--- config.mk ---
export PLATFORM = sky130hd
export DESIGN_NAME = shared_fsb_tx_arbiter
export DESIGN_NICKNAME = d
export VERILOG_FILES = /design/src/rtl/shared_fsb_tx_arbiter.sv
export SDC_FILE = /design/constraint.sdc
export NUM_CORES = 1
export LEC_CHECK = 0
export ABC_AREA = 1
export CAP_MARGIN = 10
export CORE_AREA = 2 2 162 164
export DETAILED_ROUTE_END_ITERATION = 6
export DIE_AREA = 0 0 164 166
export SYNTH_ARGS = -nofsm -noshare
export SYNTH_HDL_FRONTEND = slang
export SYNTH_SLANG_ARGS = --single-unit
--- constraint.sdc ---
create_clock -name clk_i -period 6.25 [get_ports clk_i]
set_input_delay 0.9375 -clock clk_i [delete_from_list [all_inputs] [get_ports clk_i]]
set_output_delay 0.9375 -clock clk_i [all_outputs]
set_load 0.05 [all_outputs]
--- src/rtl/shared_fsb_tx_arbiter.sv ---
// shared_fsb_tx_arbiter
// ---------------------
// Merges packets from num_req_p requesters onto one FSB master port. A
// round-robin arbiter picks one eligible requester per cycle. A single output
// register holds the packet until the FSB accepts it. Each requester has a
// credit counter that limits its outstanding packets to max_credits_p. Credits
// come back one at a time through credit_v_i/credit_id_i.
//
// Ports
//   clk_i         : clock; all logic on its rising edge
//   reset_n_i     : synchronous active-low reset
//   req_v_i       : per-requester packet valid
//   req_data_i    : per-requester packet; requester i at [i*fsb_width_p +: fsb_width_p]
//   req_r_o       : per-requester ready; at most one bit set per cycle
//   m_fsb_v_o     : FSB master valid
//   m_fsb_data_o  : FSB master packet
//   m_fsb_r_i     : FSB master ready
//   m_fsb_src_o   : requester index of the packet on m_fsb_data_o
//   credit_v_i    : one credit returned this cycle
//   credit_id_i   : requester that receives the returned credit
//   credit_err_o  : sticky error; set on credit underflow or an out-of-range id
module shared_fsb_tx_arbiter #(
  parameter int num_req_p     = 4,
  parameter int fsb_width_p   = 80,
  parameter int max_credits_p = 8,
  parameter int id_width_lp   = $clog2(num_req_p)
) (
  input  logic                             clk_i,
  input  logic                             reset_n_i,
  input  logic [num_req_p-1:0]             req_v_i,
  input  logic [num_req_p*fsb_width_p-1:0] req_data_i,
  output logic [num_req_p-1:0]             req_r_o,
  output logic                             m_fsb_v_o,
  output logic [fsb_width_p-1:0]           m_fsb_data_o,
  input  logic                             m_fsb_r_i,
  output logic [id_width_lp-1:0]           m_fsb_src_o,
  input  logic                             credit_v_i,
  input  logic [id_width_lp-1:0]           credit_id_i,
  output logic                             credit_err_o
);

  localparam int cnt_width_lp = $clog2(max_credits_p + 1);
  localparam int id_space_lp  = 1 << id_width_lp;

  // Output register and arbitration state
  logic                   out_v_reg;
  logic [fsb_width_p-1:0] out_data_reg;
  logic [id_width_lp-1:0] out_src_reg;
  logic [id_width_lp-1:0] last_grant_reg;
  logic                   err_reg;
  logic                   err_next;

  // Outstanding-packet counters
  logic [cnt_width_lp-1:0] cnt_reg  [num_req_p];
  logic [cnt_width_lp-1:0] cnt_next [num_req_p];

  logic [fsb_width_p-1:0] req_data_arr [num_req_p];
  logic                   load_en;
  logic [num_req_p-1:0]   eligible;
  logic                   found;
  logic [id_width_lp-1:0] winner;
  logic [id_width_lp-1:0] scan_idx;
  logic                   xfer;
  logic [id_space_lp-1:0] id_ok_mask;
  logic                   id_ok;
  logic [num_req_p-1:0]   inc;
  logic [num_req_p-1:0]   dec;
  logic [num_req_p-1:0]   underflow;

  // The output register can take a new packet when it is empty or when the
  // FSB is draining it this cycle.
  assign load_en = ~out_v_reg | m_fsb_r_i;

  // An id is valid only when it selects an existing requester. Entries past
  // num_req_p can only occur when num_req_p is not a power of two.
  generate
    for (genvar gi = 0; gi < id_space_lp; gi++) begin : g_id_mask
      assign id_ok_mask[gi] = (gi < num_req_p);
    end
  endgenerate
  assign id_ok = id_ok_mask[credit_id_i];

  generate
    for (genvar gi = 0; gi < num_req_p; gi++) begin : g_req
      assign req_data_arr[gi] = req_data_i[gi*fsb_width_p +: fsb_width_p];
      assign eligible[gi]     = req_v_i[gi] & (cnt_reg[gi] < cnt_width_lp'(max_credits_p));
      assign inc[gi]          = xfer & (winner == id_width_lp'(gi));
      assign dec[gi]          = credit_v_i & id_ok & (credit_id_i == id_width_lp'(gi));
      // Ready is gated by reset so that no handshake is offered while the
      // state is being cleared.
      assign req_r_o[gi]      = reset_n_i & inc[gi];
    end
  endgenerate

  // Round-robin scan. It starts one past the last grant, wraps at num_req_p,
  // and the first eligible index wins.
  always_comb begin
    found    = 1'b0;
    winner   = '0;
    scan_idx = last_grant_reg;
    for (int k = 0; k < num_req_p; k++) begin
      scan_idx = (scan_idx == id_width_lp'(num_req_p - 1)) ? '0 : scan_idx + id_width_lp'(1);
      if (!found && eligible[scan_idx]) begin
        found  = 1'b1;
        winner = scan_idx;
      end
    end
  end

  // A transfer needs only a winner and a free output register. An eligible
  // winner already has its valid bit set.
  assign xfer = found & load_en;

  // A transfer and a credit return in the same cycle cancel each other. A
  // return to an empty counter leaves it at zero and raises the error.
  always_comb begin
    underflow = '0;
    for (int i = 0; i < num_req_p; i++) begin
      cnt_next[i] = cnt_reg[i];
      if (inc[i] && !dec[i]) begin
        cnt_next[i] = cnt_reg[i] + cnt_width_lp'(1);
      end else if (dec[i] && !inc[i]) begin
        if (cnt_reg[i] == '0) begin
          underflow[i] = 1'b1;
        end else begin
          cnt_next[i] = cnt_reg[i] - cnt_width_lp'(1);
        end
      end
    end
  end

  assign err_next = err_reg | (|underflow) | (credit_v_i & ~id_ok);

  always_ff @(posedge clk_i) begin
    if (!reset_n_i) begin
      out_v_reg      <= 1'b0;
      out_src_reg    <= '0;
      last_grant_reg <= id_width_lp'(num_req_p - 1);
      err_reg        <= 1'b0;
      for (int i = 0; i < num_req_p; i++) begin
        cnt_reg[i] <= '0;
      end
    end else begin
      if (load_en) begin
        out_v_reg <= found;
      end
      if (xfer) begin
        out_src_reg    <= winner;
        last_grant_reg <= winner;
      end
      err_reg <= err_next;
      for (int i = 0; i < num_req_p; i++) begin
        cnt_reg[i] <= cnt_next[i];
      end
    end
  end

  // The data path has no reset. Its content does not matter while the valid
  // bit is low.
  always_ff @(posedge clk_i) begin
    if (xfer) begin
      out_data_reg <= req_data_arr[winner];
    end
  end

  assign m_fsb_v_o    = out_v_reg;
  assign m_fsb_data_o = out_data_reg;
  assign m_fsb_src_o  = out_src_reg;
  assign credit_err_o = err_reg;

endmodule

# Word-level counts from Yosys, hierarchy flattened
# Memories as Yosys holds them, arrays and structs flattened.
# Cells that the tools add are included.
# W data, S select, Z words.
# totals
mem_bits_rw	16
wordCells	151
out_inout_bits	88
input_bits	330
register_bits	86
n_memories	1
# classes
muxes	55
eq_ne	10
add_sub_neg	12
n_lt_le_gt_ge	10
n_reduce_logical	29
bitwise_logic	29
# mem_list
memory	words	word_bits	rd	rd_clocked_by_memory_dff	write_ports	line_no	rtl
cnt_reg	4	4	4	0	4	54	logic [cnt_width_lp-1:0] cnt_reg [num_req_p];
# ops
operator	n
$bmux W80 S2	1
$mux W80	2
$mux W4	16
$mux W1	23
$and A1 B1 Y1	19
$add A4 B1 Y4 const B	4
$eq A2 B2 Y1 const B	8
$logic_not A4 Y1	4
$lt A4 B4 Y1 const B	4
$mux W2	8
$sub A4 B1 Y4 const B	4
$lt A2 B3 Y1 const B	5
$logic_and A1 B1 Y1	11
$logic_not A1 Y1	11
$bmux W1 S2	5
$add A2 B1 Y2 const B	4
$or A1 B1 Y1	7
$eq A2 B1 Y1 const B	2
$logic_not A2 Y1	2
$reduce_or A4 Y1	1
$ge A3 B3 Y1 const B	1
$not A2 Y3	1
$not A1 Y1	2

# Longest topological paths before layout
# Gate-level depths: netlist of the first run.
# An unclocked memory read counts as a cell.
# logic_depth
depth_word	24
ltp_mapped	25
mapped_depth_nobuf	24

# Least setup slack after synthesis of the first run
# Ideal clock, no wire load.
# synth_path
path_kind	input-to-output
start	input port req_v_i[2]
end	output port req_r_o[1]
path_stages	12
path_slack_ns	0.423
required_time_ns	5.312
arrival_ns	4.889
path_buffers	0
path_cell_list	nand2_1 nand2_1 nand2_1 nand2_1 nand2_1 nand3_1 nor2_1 nor2_2 inv_1 nor2_1 nand2_1 nor2_1
# synth_via
elab_chain_cells	16
word_cells_on_any_way	27
cone_classes	1 x eq/ne; 16 x mux; 4 x bitwise; 6 x reduce/logical
# synth_lines
element	line_no	rtl
start, declared	30	input logic [num_req_p-1:0] req_v_i,
$and A1 B1 Y1 *	86	assign eligible[gi] = req_v_i[gi] & (cnt_reg[gi] < cnt_width_lp'(max_credits_p));
$bmux W1 S2	103	if (!found && eligible[scan_idx]) begin
$mux W1 (not written as such)	103	
$mux W1	103	
$logic_not A1 Y1	103	
$logic_and A1 B1 Y1	103	
$mux W1	103	
$logic_not A1 Y1	103	
$logic_and A1 B1 Y1	103	
$mux W1	103	
$logic_not A1 Y1	103	
$logic_and A1 B1 Y1	103	
$mux W1 *	103	
$and A1 B1 Y1 *	112	assign xfer = found & load_en;
named net xfer	63	logic xfer;
$and A1 B1 Y1 *	87	assign inc[gi] = xfer & (winner == id_width_lp'(gi));
$and A1 B1 Y1 *	91	assign req_r_o[gi] = reset_n_i & inc[gi];
end, declared	32	output logic [num_req_p-1:0] req_r_o,
# The timed path passes the listed nets; every way through them passes the cells marked *. The select of a mux whose other input is x is not followed.

# Worst setup path after layout of the first run
# layout_path
start	input port req_v_i[2]
end	output port req_r_o[3]
# layout_via
elab_chain_cells	16
word_cells_on_any_way	27
cone_classes	1 x eq/ne; 16 x mux; 4 x bitwise; 6 x reduce/logical
# layout_lines
element	line_no
$and A1 B1 Y1 *	86
$bmux W1 S2	103
$mux W1 (not written as such)	103
$mux W1	103
$logic_not A1 Y1	103
$logic_and A1 B1 Y1	103
$mux W1	103
$logic_not A1 Y1	103
$logic_and A1 B1 Y1	103
$mux W1	103
$logic_not A1 Y1	103
$logic_and A1 B1 Y1	103
$mux W2 / $mux W1 (equally long branches)	103
$eq A2 B2 Y1 / $and A1 B1 Y1 (equally long branches)	87, 112
$and A1 B1 Y1 *	87
$and A1 B1 Y1 *	91
# Every way passes the cells marked *; elsewhere a longest branch is shown, timed or not. The select of a mux whose other input is x is not followed.

==> results of run 1 <==
## worst min-delay path, cell delays in order, from the launching register on
cell and delay [ps]:
dfxtp_1 310, nand2_1 60, a21oi_1 50
## through the flow
stage	hold slack (ps)	setup WS (ps)	cell area [um^2]	std cells	utilization, %
CTS	468	1320	11900	1827	46.6
global placement	453	1320	11700	1811	45.5
detailed placement	457	1310	11700	1811	45.5
global route	485	1160	11900	1828	46.6
finish	471	1410	11900	1828	46.6
floorplan	446	423	7330	1118	-
## cell usage after synthesis
| cell | count |
|---|---|
| buf_2 | 32 |
| dfxtp_1 | 22 |
| inv_2 | 2 |
| clkinv_1 | 1 |
| o21ai_0 | 20 |
| o211ai_1 | 1 |
| nand4_1 | 2 |
| buf_1 | 1 |
| nor3_1 | 9 |
| nor2_1 | 23 |
| fa_1 | 4 |
| xor2_1 | 2 |
| buf_4 | 15 |
| inv_1 | 45 |
| nor2_2 | 1 |
| nand2_2 | 3 |
| a21oi_1 | 19 |
| clkbuf_1 | 20 |
| a211oi_1 | 4 |
| nand3_1 | 174 |
| o22ai_1 | 2 |
| ha_1 | 17 |
| nor2_4 | 1 |
| buf_6 | 2 |
| xnor2_1 | 2 |
| edfxtp_1 | 80 |
| nand2_1 | 614 |
## layout by cell type, fill, tap and decap left out, types with 4 or more instances in the layout
cell and count:
a211oi_1 4, nand2_1 613, clkbuf_16 9, a21oi_1 19, fa_1 4, nor3_1 9, dfxtp_1 22, edfxtp_1 80
buf_4 14, nand3_1 173, nor2_1 23, ha_1 17, clkdlybuf4s50_1 414, o21ai_0 20, inv_1 45
## layout make-up
class	count	area (um^2)	area share, %
Antenna cell	1	2.50	0.0210
Clock buffer	9	225	1.89
Clock inverter	7	46.3	0.388
Inverter	48	180	1.51
Multi-Input combinational cell	898	3970	33.3
Sequential cell	102	2840	23.8
Tap cell	335	419	3.51
Timing Repair Buffer	428	4250	35.6
## cell families after synthesis
family                   share of synthesized area, %
flip-flops                                       38.8
adder cells (fa/ha/maj)                          4.00
AO/OA/AOI/OAI                                    3.35
XOR/XNOR                                        0.478
buffers and inverters                            7.57
AND/OR/NAND/NOR                                  45.8
## how the worst max path moves through the flow
stage,start,endpoint,slack (ps)
after detailed placement,req_v_i[2],cnt_reg[2][3],1310
after global placement,req_v_i[2],m_fsb_data_o[51],1320
final,req_v_i[2],req_r_o[3],1410
after CTS,req_v_i[2],req_r_o[3],1320
after global routing,req_v_i[2],req_r_o[3],1160
after floorplan,req_v_i[2],req_r_o[1],420
## per-layer routing
metal / wire (um) / global-route usage [%] / up-vias
li1: - / - / 4325
met1: 11700 / 24.2 / 3817
met2: 14500 / 37.0 / 280
met3: 2090 / 5.09 / 36
met4: 658 / 6.10 / 0
met5: 0 / 0 / -
==> impl_metrics.tcl, run 1 <==
set metrics [dict create \
    grt_pass1_wl_um 43800 \
    fin_crit_sh_pct 77.5 \
    cts_tree "built" \
    totalWireLength_um 29000 \
    hp-start "m_fsb_src_o[1]" \
    crit_type "in -> out" \
    clk_pin_slew_worst_paths_ps 70 \
    fmax_mhz 206 \
    synth_cell_type_count 27 \
    synth.area.top_cells "edfxtp_1 33%, nand2_1 31%, nand3_1 12%" \
    timing.setup.tns_ps 0 \
    clock-root-buffer "clkbuf_16" \
    die_y_um 166 \
    postCtsHoldBufs 0 \
    fin_crit_ps 4840 \
    crit_path_end_kind "output pin" \
    dp_hpwl_um 21200 \
    ys_seq_area_share_pct 38.8 \
    setup_viol 0 \
    reg2reg_depth 23 \
    worst_ep_arrival_time_ps 3910 \
    cpPeakStageDelay_ps 700 \
    grt_max_degree 83 \
    num_vias 8458 \
    die_w_um 164 \
    hp-class "reg -> reg" \
    crit_buf_inv 2 \
    ant_nets 0 \
    htreeDepth 3 \
    nFillCells 2610 \
    final_layout_size_suffix_gt1_share_pct 2.48 \
    antenna_found_initial 1 \
    syn-mean-instance-area_um2 6.55 \
    report.final.slew_viol_count 0 \
    area_growth_pct 63.0 \
    r2r-start "last_grant_reg[0]" \
    dieArea_mm2 0.0272 \
    relSlewSlack_pct 31.3 \
    slowest_stage "clkdlybuf4s50_1" \
    dr.pass1.iters 5 \
    postCtsSetupBuffers 0 \
    fin_skew_ps 15.5 \
    finalWeightedCongestion 0.905 \
    grt_pass1_vias 7818 \
    largest_register_ffs 80 \
    clk_path_buf_depth 2 \
    grt_usage_pct 20.7 \
    cp-start-kind "input pin" \
    cap_viol_max_count 0 \
    hold_violations 0 \
    timing.reg2reg.setup_slack_ps 1870 \
    initial_core_util_pct 28.6 \
    cp.depth 13 \
    critPathMaxFanout 82 \
    netlist_area_mm2 0.00733 \
    via_per_inst 4.63 \
    syn_inst 1118 \
    grt-ovfl-total 0 \
    reg2reg_to "cnt_reg[2][3]" \
    insertion_delay_ps 360 \
    synth_top_area_share_pct 32.8 \
    hold_path_end "m_fsb_src_o[1]" \
    fp.coreArea_mm2 0.0256 \
    syn_nets 1469 \
    drc 0 \
    cts_buffers 9 \
    yosysTopAreaCell "edfxtp_1" \
    rows 59 \
    crit_path_cell_trace "clkdlybuf4s50_1 > nand2_1 > nand2_1 > nand2_1 > nand2_1 > nand2_1 > a21oi_1 > nand2_8 > nand2_4 > nor2_1 > nand2_1 > nor2_1 > clkdlybuf4s50_1" \
    synth_warnings 0 \
    drt_iter0_drc 410 \
    worst_pin_slew_ps 1030 \
    design.portCount 418 \
    outcome "completed" \
    fin_nets 1838 \
    wl_per_cell_um 15.9 \
    ys_ff_latch 102 \
    critical_path.most_common_cell "nand2_1" \
    post_cts_resized 0 \
    clock_sinks 102 \
    required_ps 5310 \
    hold_path_depth 2 \
    port_buffers 417 \
    rsz0062_at_grt "false" \
    cp_top_family "simple AND/OR/NAND/NOR gates" \
]
Power of run 1 is not shown: default switching activity piles up to over one toggle a cycle in this logic, so the estimate is an artifact.
==> run 2, diff against run 1 <==
==> constraint.sdc (replaced) <==
create_clock -name clk_i -period 4.5 [get_ports clk_i]
set_input_delay 0.675 -clock clk_i [delete_from_list [all_inputs] [get_ports clk_i]]
set_output_delay 0.675 -clock clk_i [all_outputs]
set_load 0.05 [all_outputs]
==> run 2 against run 1 <==
Compared with the run above: register-to-register slack got worse by 960 ps; clock skew fell by 5.9 ps; highest routed layer is now met5; design area rose by 0.72%; utilization rose by 0.34 points; sequential share of layout area fell by 0.17 points; critical path type is now reg -> reg; worst setup slack got worse by 490 ps; non-clock buffer count rose by 1; cell count did not move; die area did not move.
==> impl_metrics.tcl, run 2 (synthesis gave the netlist of run 1 again) <==
set metrics [dict create \
    dr.pass1.iters 5 \
    ant_nets 0 \
    design.portCount 418 \
    clk_path_buf_depth 2 \
    crit_path_end_kind "register" \
    multi_input_area_mm2 0.00396 \
    die_w_um 164 \
    grt_pass1_vias 7690 \
    drt_iter0_drc 490 \
    initial_core_util_pct 28.6 \
    antenna_cells 0 \
    fin_crit_ps 3590 \
    grt-ovfl-total 0 \
    final_layout_size_suffix_gt1_share_pct 2.55 \
    htreeDepth 3 \
    grt_max_degree 91 \
    port_buffers 417 \
    crit_type "reg -> reg" \
    nFillCells 2611 \
    fin_skew_ps 9.66 \
    outcome "completed" \
    setup_viol 0 \
    cts_buffers 9 \
    die_y_um 166 \
    final_common_cell "nand2_1" \
    wl_per_cell_um 16.0 \
    layout_common_cells "613 x nand2_1, 413 x clkdlybuf4s50_1, 173 x nand3_1" \
    finalInstanceArea_mm2 0.0120 \
    finalWeightedCongestion 0.881 \
    dp_hpwl_um 21300 \
    rows 59 \
    worst_pin_slew_ps 1030 \
    clock_sinks 102 \
    largest_register_ffs 80 \
    via_per_inst 4.58 \
    relSlewSlack_pct 31.2 \
    postCtsHoldBufs 0 \
    hp-class "reg -> reg" \
    insertion_delay_ps 360 \
    critPathMaxFanout 27 \
    hold_violations 0 \
    fp.coreArea_mm2 0.0256 \
    totalWireLength_um 29200 \
    grt_usage_pct 20.5 \
    area_growth_pct 64.1 \
    cts_tree "built" \
    fin_crit_sh_pct 79.7 \
    post_cts_resized 0 \
    num_vias 8368 \
    worst_ep_arrival_time_ps 3880 \
    clk_pin_slew_worst_paths_ps 70 \
    timing.setup.tns_ps 0 \
    required_ps 4790 \
    cp-start-kind "register" \
    report.final.slew_viol_count 0 \
    whs_ps 473 \
    antenna_found_initial 2 \
    seq_area_mm2 0.00284 \
    cap_viol_max_count 0 \
    drc 0 \
    placed_cell_area_mm2 0.0117 \
    postCtsSetupBuffers 0 \
    dieArea_mm2 0.0272 \
    grt_pass1_wl_um 43600 \
    rsz0062_at_grt "false" \
    fin_nets 1839 \
    clock-root-buffer "clkbuf_16" \
    fmax_mhz 279 \
]
run 2: worst max-delay path, cell delays in order, from the launching register on:
cell,delay [ps]
dfxtp_1,350
ha_1,400
inv_2,150
nand2_1,60
nand2_1,100
nand2_1,60
nand2_1,130
nand4_1,170
nand2_4,120
nand2_4,170
nor2_1,190
nand2_1,130
inv_1,90
ha_1,200
inv_1,100
ha_1,330
nand2_1,70
nor2_1,30
a211oi_1,220
a21oi_1,100
o21ai_0,110
o21ai_0,100
a21oi_1,120
run 2: worst paths after layout:
kind / cells after the start / to / start / slack [ps]
setup / recovery: 22 / cnt_reg[3][3] / last_grant_reg[0] / 910
hold / removal: 2 / m_fsb_src_o[0] / m_fsb_src_o[0] / 470
setup reg to reg: 22 / cnt_reg[3][3] / last_grant_reg[0] / 910
hold reg to reg: 2 / m_fsb_src_o[0] / m_fsb_src_o[0] / 470
run 2: layout make-up:
class                           count  area share [%]
Tap cell                          335            3.49
Timing Repair Buffer              429            35.8
Clock inverter                      7           0.739
Multi-Input combinational cell    898            33.0
Clock buffer                        9            1.87
Inverter                           48            1.50
Sequential cell                   102            23.6
run 2: per-stage QoR:
stage	cells	utilization [%]	setup WS [ps]
6_report	1828	46.9	912
5_1_grt	1828	46.9	398
4_1_cts	1828	46.9	924
3_5_place_dp	1812	45.7	630
3_3_place_gp	1812	45.7	678
2_1_floorplan	1118	-	138
run 2: metal layers:
metal | vias up | GRT usage (%) | part of all wire [%]
met2 | 261 | 36.0 | 49
met1 | 3744 | 25.1 | 42
met5 | - | 0 | 0.079
li1 | 4327 | - | -
met3 | 32 | 4.80 | 7.1
met4 | 4 | 5.07 | 1.8
Power of run 2 is left out for the same reason.
